**src/rtl/dffsr_seq_pkg.sv**
```systemverilog
// ---------------------------------------------------------------------------
// Module : dffsr_seq_pkg
// Brief  : Shared types and helpers for the dffsr RN/SN control sequencer.
// Rev    : 1.0  initial release
// ---------------------------------------------------------------------------
`default_nettype none

package dffsr_seq_pkg;

  typedef enum logic [2:0] {
    RST_HOLD = 3'd0,
    IDLE     = 3'd1,
    GATE     = 3'd2,
    PULSE    = 3'd3,
    RECOVER  = 3'd4
  } state_e;

  typedef enum logic {
    SET = 1'b0,
    CLR = 1'b1
  } kind_e;

  localparam int MIN_CYC = 1;

  // Bits needed to count 0 .. max(a,b)-1; never less than one bit.
  function automatic int cnt_width(input int a, input int b);
    int m;
    int w;
    m = (a > b) ? a : b;
    w = 1;
    while ((1 << w) < m) w = w + 1;
    return w;
  endfunction

endpackage

`default_nettype wire

```
**src/rtl/dffsr_seq_pend.sv**
```systemverilog
// ---------------------------------------------------------------------------
// Module : dffsr_seq_pend
// Brief  : One-deep pending request slot with clear dominance and drop detect.
//          Drop detect exists only when DFFSR_SEQ_STAT_EN is defined.
// Rev    : 1.0  initial release
// ---------------------------------------------------------------------------
`default_nettype none

module dffsr_seq_pend
  import dffsr_seq_pkg::*;
(
  input  logic  clk,
  input  logic  rst,
  input  logic  in_valid,
  input  kind_e in_kind,
  input  logic  take,
  output logic  merged_valid,
  output kind_e merged_kind
`ifdef DFFSR_SEQ_STAT_EN
  ,
  output logic  drop
`endif
);

  logic  valid_q, valid_d;
  kind_e kind_q,  kind_d;
  logic  full_drop;

  // Merged view = slot contents plus this cycle's arrival, so a request that
  // lands on the consuming cycle is not delayed by a round trip through the slot.
  always_comb begin
    merged_valid = valid_q | in_valid;
    merged_kind  = in_kind;
    full_drop    = 1'b0;
    if (valid_q) begin
      merged_kind = kind_q;
      if (in_valid) begin
        if (kind_q == SET && in_kind == CLR) merged_kind = CLR;
        else                                 full_drop   = 1'b1;
      end
    end
    valid_d = take ? 1'b0 : merged_valid;
    kind_d  = merged_kind;
  end

`ifdef DFFSR_SEQ_STAT_EN
  assign drop = full_drop;
`endif

  always_ff @(posedge clk) begin
    if (rst) begin
      valid_q <= 1'b0;
      kind_q  <= SET;
    end else begin
      valid_q <= valid_d;
      kind_q  <= kind_d;
    end
  end

endmodule

`default_nettype wire

```
**src/rtl/dffsr_ctrl_seq.sv**
```systemverilog
// ---------------------------------------------------------------------------
// Module : dffsr_ctrl_seq
// Brief  : Drives RN/SN/CLK_EN of a dffsr flop bank with timed, clock-gated
//          pulses. Optional DROP_CNT statistics via DFFSR_SEQ_STAT_EN.
// Rev    : 1.0  initial release
// ---------------------------------------------------------------------------
`default_nettype none

module dffsr_ctrl_seq
  import dffsr_seq_pkg::*;
#(
  parameter int WIDTH_CYC = 2,
  parameter int RECOV_CYC = 2
) (
  input  logic       CLK,
  input  logic       RST,
  input  logic       SET_REQ,
  input  logic       CLR_REQ,
  output logic       RN,
  output logic       SN,
  output logic       CLK_EN,
  output logic       BUSY,
  output logic       ACK
`ifdef DFFSR_SEQ_STAT_EN
  ,
  output logic [7:0] DROP_CNT
`endif
);

  localparam int W_CYC = (WIDTH_CYC < MIN_CYC) ? MIN_CYC : WIDTH_CYC;
  localparam int R_CYC = (RECOV_CYC < MIN_CYC) ? MIN_CYC : RECOV_CYC;
  localparam int CNT_W = cnt_width(W_CYC, R_CYC);
  localparam logic [CNT_W-1:0] W_LAST = CNT_W'(W_CYC - 1);
  localparam logic [CNT_W-1:0] R_LAST = CNT_W'(R_CYC - 1);

  state_e           state_q, state_d;
  logic [CNT_W-1:0] cnt_q, cnt_d;
  kind_e            kind_q, kind_d;
  logic             serving_q, serving_d;
  logic             rn_q, rn_d, sn_q, sn_d, clk_en_q, clk_en_d;
  logic             busy_q, busy_d, ack_q, ack_d;

  logic             req_valid, take, merged_valid;
  kind_e            req_kind, merged_kind;

  assign req_valid = SET_REQ | CLR_REQ;
  assign req_kind  = CLR_REQ ? CLR : SET;

`ifdef DFFSR_SEQ_STAT_EN
  logic       drop;
  logic [7:0] drop_cnt_q, drop_cnt_d;
`endif

  dffsr_seq_pend u_pend (
    .clk          (CLK),
    .rst          (RST),
    .in_valid     (req_valid),
    .in_kind      (req_kind),
    .take         (take),
    .merged_valid (merged_valid),
    .merged_kind  (merged_kind)
`ifdef DFFSR_SEQ_STAT_EN
    ,
    .drop         (drop)
`endif
  );

  always_comb begin
    state_d   = state_q;
    cnt_d     = cnt_q;
    kind_d    = kind_q;
    serving_d = serving_q;
    take      = 1'b0;
    unique case (state_q)
      RST_HOLD: begin
        state_d   = RECOVER;
        cnt_d     = '0;
        serving_d = 1'b0;
      end
      IDLE: begin
        if (merged_valid) begin
          state_d   = GATE;
          kind_d    = merged_kind;
          take      = 1'b1;
          serving_d = 1'b1;
        end
      end
      GATE: begin
        state_d = PULSE;
        cnt_d   = '0;
      end
      PULSE: begin
        if (cnt_q == W_LAST) begin
          state_d = RECOVER;
          cnt_d   = '0;
        end else begin
          cnt_d = cnt_q + 1'b1;
        end
      end
      RECOVER: begin
        if (cnt_q == R_LAST) begin
          // Chaining straight into GATE keeps the bank clock gated between jobs.
          if (merged_valid) begin
            state_d   = GATE;
            kind_d    = merged_kind;
            take      = 1'b1;
            serving_d = 1'b1;
          end else begin
            state_d   = IDLE;
            serving_d = 1'b0;
          end
        end else begin
          cnt_d = cnt_q + 1'b1;
        end
      end
      default: state_d = RST_HOLD;
    endcase
  end

  always_comb begin
    rn_d     = ~((state_d == RST_HOLD) || (state_d == PULSE && kind_d == CLR));
    sn_d     = ~(state_d == PULSE && kind_d == SET);
    clk_en_d = (state_d == IDLE);
    busy_d   = (state_d != IDLE);
    ack_d    = (state_q == RECOVER) && (cnt_q == R_LAST) && serving_q;
  end

  always_ff @(posedge CLK) begin
    if (RST) begin
      state_q   <= RST_HOLD;
      cnt_q     <= '0;
      kind_q    <= SET;
      serving_q <= 1'b0;
      rn_q      <= 1'b0;
      sn_q      <= 1'b1;
      clk_en_q  <= 1'b0;
      busy_q    <= 1'b1;
      ack_q     <= 1'b0;
    end else begin
      state_q   <= state_d;
      cnt_q     <= cnt_d;
      kind_q    <= kind_d;
      serving_q <= serving_d;
      rn_q      <= rn_d;
      sn_q      <= sn_d;
      clk_en_q  <= clk_en_d;
      busy_q    <= busy_d;
      ack_q     <= ack_d;
    end
  end

`ifdef DFFSR_SEQ_STAT_EN
  always_comb begin
    drop_cnt_d = drop_cnt_q;
    if (drop && drop_cnt_q != 8'hFF) drop_cnt_d = drop_cnt_q + 8'd1;
  end

  always_ff @(posedge CLK) begin
    if (RST) drop_cnt_q <= 8'd0;
    else     drop_cnt_q <= drop_cnt_d;
  end

  assign DROP_CNT = drop_cnt_q;
`endif

  assign RN     = rn_q;
  assign SN     = sn_q;
  assign CLK_EN = clk_en_q;
  assign BUSY   = busy_q;
  assign ACK    = ack_q;

endmodule

`default_nettype wire

```
**config.mk**
```make
export PLATFORM = sky130hd
export DESIGN_NAME = dffsr_ctrl_seq
export DESIGN_NICKNAME = d
export VERILOG_FILES = /design/src/rtl/dffsr_seq_pkg.sv /design/src/rtl/dffsr_seq_pend.sv /design/src/rtl/dffsr_ctrl_seq.sv
export SDC_FILE = /design/constraint.sdc
export NUM_CORES = 1
export LEC_CHECK = 0
export CORE_MARGIN = 1
export CORE_UTILIZATION = 35
export DETAILED_ROUTE_END_ITERATION = 16
export GPL_ROUTABILITY_DRIVEN = 0
export SLEW_MARGIN = 25
export SYNTH_ARGS = -nofsm -noshare
export SYNTH_HDL_FRONTEND = slang
export SYNTH_HIERARCHICAL = 1
export SYNTH_SLANG_ARGS = --single-unit
```
**constraint.sdc**
```tcl
create_clock -name CLK -period 1.9 [get_ports CLK]
set_input_delay 0.285 -clock CLK [delete_from_list [all_inputs] [get_ports CLK]]
set_output_delay 0.285 -clock CLK [all_outputs]
set_load 0.01 [all_outputs]
```
==> results of run 1 <==
## Yosys cell counts
library cell | count | area share [%]
a211oi_1 | 1 | 1.3
a21oi_1 | 7 | 6.1
a22o_1 | 1 | 1.5
a31oi_1 | 1 | 1.1
and2b_1 | 1 | 1.3
and3b_2 | 1 | 1.7
and4_1 | 1 | 1.5
buf_2 | 1 | 0.87
buf_6 | 1 | 2.0
clkbuf_1 | 2 | 1.3
dfxtp_1 | 13 | 45
inv_1 | 4 | 2.6
inv_2 | 1 | 0.65
mux2i_1 | 1 | 1.7
nand2_1 | 5 | 3.3
nand2b_1 | 1 | 1.1
nand3_1 | 2 | 1.7
nand4b_1 | 1 | 1.5
nor2_1 | 7 | 4.6
nor2b_1 | 3 | 3.3
nor3_1 | 1 | 0.87
nor3b_2 | 1 | 2.2
o211ai_2 | 1 | 2.2
o21ai_0 | 3 | 2.6
o22ai_1 | 2 | 2.2
o2bb2ai_1 | 1 | 1.5
or2_1 | 1 | 1.1
or2_2 | 1 | 1.1
or4_4 | 1 | 2.0
## power by group through the flow
stage,clock network (W),registers (W),logic [W]
2_1_floorplan,0,0.000304,0.0000631
4_1_cts,0.000178,0.000308,0.0000781
3_5_place_dp,0,0.000314,0.0000778
5_1_grt,0.000195,0.000312,0.0000877
3_3_place_gp,0,0.000315,0.0000771
6_report,0.000174,0.000309,0.0000786
## worst max-delay path, cell delays in order
cell	delay [ns]
clkdlybuf4s50_1	0.41
or2_2	0.29
or2_1	0.28
nor2b_1	0.19
nand3_1	0.10
a31oi_1	0.20
nand2_1	0.07
## layout by cell type (no fill, tap or decap), drive strengths merged, types with 2 or more instances in the layout
| cell type | instances |
|---|---|
| nand2 | 5 |
| inv | 5 |
| or2 | 2 |
| buf | 3 |
| o22ai | 2 |
| clkbuf | 4 |
| a21oi | 7 |
| clkdlybuf4s50 | 8 |
| nor2b | 3 |
| nand3 | 2 |
| nor2 | 7 |
| dfxtp | 13 |
| o21ai | 3 |
## routing by layer
| layer | GRT usage [%] | vias up |
|---|---|---|
| met3 | 2.59 | 5 |
| met1 | 15.4 | 231 |
| met4 | 11.3 | 0 |
| li1 | - | 252 |
| met2 | 19.4 | 15 |
| met5 | 0 | - |
## kinds of logic after synthesis
kind of cell / synth area share (%)
simple gates: 27.2
compound gates: 18.5
buf+inv: 7.39
flops: 45.2
mux: 1.74
## registers in the layout, summed over array words and instances, names as in the netlist
register        flops
cnt_q               1
u_pend/kind_q       1
ACK                 1
u_pend/valid_q      1
state_q             3
serving_q           1
kind_q              1
CLK_EN              1
SN                  1
BUSY                1
RN                  1
## stage by stage
stage	area [sq um]	setup TNS, ns
after detailed placement	674	-0.128
after floorplan	576	0
after global placement	674	-0.137
after CTS	701	0
after global routing	701	0
final	701	0
## how the worst min path moves through the flow
stage                           endpoint  slack (ns)
after global placement     u_pend/kind_q        0.45
after CTS                  u_pend/kind_q        0.47
final                      u_pend/kind_q        0.47
after floorplan           u_pend/valid_q        0.35
after detailed placement   u_pend/kind_q        0.46
after global routing                 ACK        0.50
## layout make-up
| class | count | area, sq um |
|---|---|---|
| inverter | 5 | 18.8 |
| multi-input combinational | 45 | 273 |
| fill | 165 | 823 |
| timing repair buffer | 11 | 103 |
| sequential | 13 | 260 |
| clock buffer | 4 | 26.3 |
| tap | 16 | 20.0 |
==> results.toml, run 1 <==
[pwr]
seq_power_share_pct = 55.0
comb_power_share_pct = 14.0
leakagePower_nw = 0.287
power_w = 0.000562
ir_drop_uv = 316
p_sw_share_pct = 26.7
powerDensity_nw_per_um2 = 802
p_clk_share_pct = 31.0
intPower_w = 0.000412
netSwitchingPower_w = 0.000150

[timing]
rsz0062_at_grt = "no"
whs_ns = 0.471
slew_headroom_pct = 80.4
finalSetupViolCount = 0
setup_slack_ns = 0.244
hold_viol = 0
worst_pin_slew_ns = 0.293
finalWorstPathRequiredPeriod_ns = 1.66
fin_skew_ns = 0.00128
final.period_utilization_pct = 87.2
finalMaxSlewViolations = 0
fmax_mhz = 604

[setup_path]
reg2reg_slack_ns = 0.53
setup.worst_path.start = "CLR_REQ"
critPathLaunchType = "primary input"
cp_max_fo = 5
r2r-end = "kind_q"
crit_end = "SN"
crit_required_ns = 2.07
end_kind = "flip-flop"
r2r_cells = 4
worstPathArrival_ns = 1.83
critical_path_class = "primary input to flip-flop"
reg2reg_from = "state_q[2]"

[cells_and_area]
fin_nets = 83
syn_to_final_growth_pct = 21.7
fin_util_pct = 46.0
final_layout_size_suffix_gt1_share_pct = 15.4
antenna_cells = 0
finalNonFillerCells = 94

[job]
drv_cap = 0

[logic_synthesis]
yosysSeqAreaShare_pct = 45.2
syn-num-nets = 71
synth-seq-cells = 13
synth_warnings = 6
yosys.cell_types.count = 29
syn_inst = 67
syn_area_per_cell_sq_um = 8.59
syn-cell-area_sq_um = 576

[global_route]
antenna_found_initial = 0
grt_usage_pct = 12.9
grt_pass1_wl_mm = 1.70
overflow = 0
grt_pass1_vias = 414
grt_start_max_net_pins = 12

[hold_path]
hold_path.class = "flip-flop to flip-flop"
holdCritStartpoint = "u_pend/kind_q"
hold_depth = 2

[detailed_routing]
top_layer = "met4"
wl_met2_um = 450
routed-via-count = 503
first_pass_iters = 4
drt_first_iter_violations = 12
wl_per_cell_um = 11.1
vias_per_cell = 5.35
wirelength_met1_um = 516
drt_wl_total_mm = 1.05
dr_wl_met3_um = 43
ant_nets = 0
drc = 0

[floorplan]
rows = 14
io_pins = 9
core_area_sq_um = 1520
fp.dieW_um = 42.6
die_area_sq_um = 1810
start_util_pct = 37.8
die_h_um = 42.6

[cts]
cts_buffer_depth = 2
root_buffer = "clkbuf_4"
cts_tree = "built"
clk_pin_slew_ns = 0.08
post_cts_buffers = 0
insertion_delay_ns = 0.28
cts.sinks = 13
cts_max_level = 1
cts-buffers-inserted = 3
postCtsHoldBufs = 0
ctsResizeCount = 0

[place]
place_ws_ns = -0.0505
port_buffers = 8
hpwl_um = 725
post-place-cells = 90

[status]
status = "finished, final reports clean"
Power figures use the tool's default switching activity.
==> run 2, diff against run 1 <==
Settings changed: CORE_UTILIZATION 35 to 23.
==> run 2 against run 1 <==
Against the previous run: worst setup slack lost 0.00065 ns; critical path depth is the same; cell count grew 13%; critical path type unchanged; critical endpoint unchanged.
==> results.toml, run 2 (synthesis gave the netlist of run 1 again) <==
[global_route]
overflow = 0
grt_pass1_vias = 436
grt_pass1_wl_mm = 1.88
grt_start_max_net_pins = 12
antenna_found_initial = 0
grt_usage_pct = 9.63

[pwr]
powerDensity_nw_per_um2 = 776
leakagePower_nw = 0.289
comb_power_share_pct = 14.1
p_sw_share_pct = 26.6
ir_drop_uv = 309
intPower_w = 0.000408
netSwitchingPower_w = 0.000148
p_clk_share_pct = 30.2
seq_power_share_pct = 55.7
power_w = 0.000556

[timing]
setup_slack_ns = 0.243
fmax_mhz = 604
fin_skew_ns = 0.00994
finalMaxSlewViolations = 0
hold_viol = 0
finalSetupViolCount = 0
final.period_utilization_pct = 87.2
finalWorstPathRequiredPeriod_ns = 1.66
worst_pin_slew_ns = 0.320
setup_tns_ns = 0
rsz0062_at_grt = "no"
slew_headroom_pct = 78.6

[detailed_routing]
dr_wl_met3_um = 48
vias_per_cell = 4.56
first_pass_iters = 3
drt_wl_total_mm = 1.03
routed-via-count = 483
drc = 0
wirelength_met1_um = 523
ant_nets = 0
wl_met2_um = 446
wl_per_cell_um = 9.75
top_layer = "met4"
drt_first_iter_violations = 4

[setup_path]
critPathLaunchType = "primary input"
worstPathArrival_ns = 1.82
cp_slowest_cell = "clkdlybuf4s50_1"
critical_path_class = "primary input to flip-flop"
cpPeakStageDelay_ns = 0.41
path_cells = "clkdlybuf4s50_1 -> or2_2 -> or2_1 -> nor2b_1 -> nand3_1 -> a31oi_1 -> nand2_1"
cp_max_fo = 4
crit_required_ns = 2.06
end_kind = "flip-flop"

[cts]
cts.sinks = 13
insertion_delay_ns = 0.28
cts_buffer_depth = 2
cts_max_level = 1
cts_tree = "built"
postCtsHoldBufs = 0
root_buffer = "clkbuf_4"
post_cts_buffers = 0
ctsResizeCount = 0
cts-buffers-inserted = 3
clk_pin_slew_ns = 0.07

[cells_and_area]
fin_nets = 83
antenna_cells = 0
final_cell_mix = "13 x dfxtp_1, 8 x clkdlybuf4s50_1, 7 x a21oi_1, 7 x nor2_1, 5 x nand2_1"
finalInstanceArea_sq_um = 717
largest_reg_flops = 3
layout_commonest_cell = "dfxtp_1"
final_layout_size_suffix_gt1_share_pct = 16.7
regMostFlops = "state_q"
syn_to_final_growth_pct = 24.6

[floorplan]
start_util_pct = 25.3
fp.dieW_um = 52.0
die_area_sq_um = 2710
rows = 17
core_area_sq_um = 2280
die_h_um = 52.0
io_pins = 9

[job]
drv_cap = 0

[place]
placed_cell_area_sq_um = 689
port_buffers = 8
hpwl_um = 774
place_ws_ns = -0.0542

[hold_path]
hold_path.class = "flip-flop to flip-flop"

[status]
status = "finished, final reports clean"
## run 2: cell count changes in the layout (fill, tap and decap cells not counted), sizes merged
cell	before	now
clkbuf	4	3
clkinv	0	1
## run 2: power by group through the flow
stage,Combinational (W),Clock [W],Sequential (W)
after global placement,0.0000770,0,0.000315
final,0.0000783,0.000168,0.000310
after CTS,0.0000785,0.000177,0.000309
after detailed placement,0.0000778,0,0.000316
after global routing,0.0000897,0.000195,0.000312
after floorplan,0.0000631,0,0.000304
## run 2: routing by layer
metal,vias up,GRT usage [%]
met4,0,4.05
met5,-,0
li1,255,-
met1,215,11.7
met3,2,3.51
met2,11,15.2
## run 2: worst max-delay path, delay by kind of cell
kind / cells / cell delay [ns]
buf+inv: 1 / 0.41
compound gates: 1 / 0.20
simple gates: 5 / 0.91
## run 2: area by class of cell
cell class | instances | area [sq um]
flip-flops and latches | 13 | 260
clock inverters | 1 | 5.00
well taps | 28 | 35.0
multi-input cells | 45 | 273
inverters | 5 | 18.8
fillers | 243 | 1560
repair buffers | 11 | 103
clock buffers | 3 | 22.5
## run 2: final timing paths
path / to / cells after the start / slack (ns) / from
setup / recovery: SN / 7 / 0.24 / CLR_REQ
hold reg to reg: u_pend/kind_q / 2 / 0.46 / u_pend/kind_q
hold / removal: u_pend/kind_q / 2 / 0.46 / u_pend/kind_q
setup reg to reg: BUSY / 3 / 0.51 / state_q[2]
## run 2: through the flow
| step | util, % | hold slack (ns) | instances |
|---|---|---|---|
| finish | 31.5 | 0.460 | 106 |
| global route | 31.5 | 0.485 | 106 |
| CTS | 31.5 | 0.463 | 106 |
| detailed placement | 30.3 | 0.452 | 102 |
| global placement | 30.3 | 0.448 | 102 |
| floorplan | - | 0.355 | 67 |
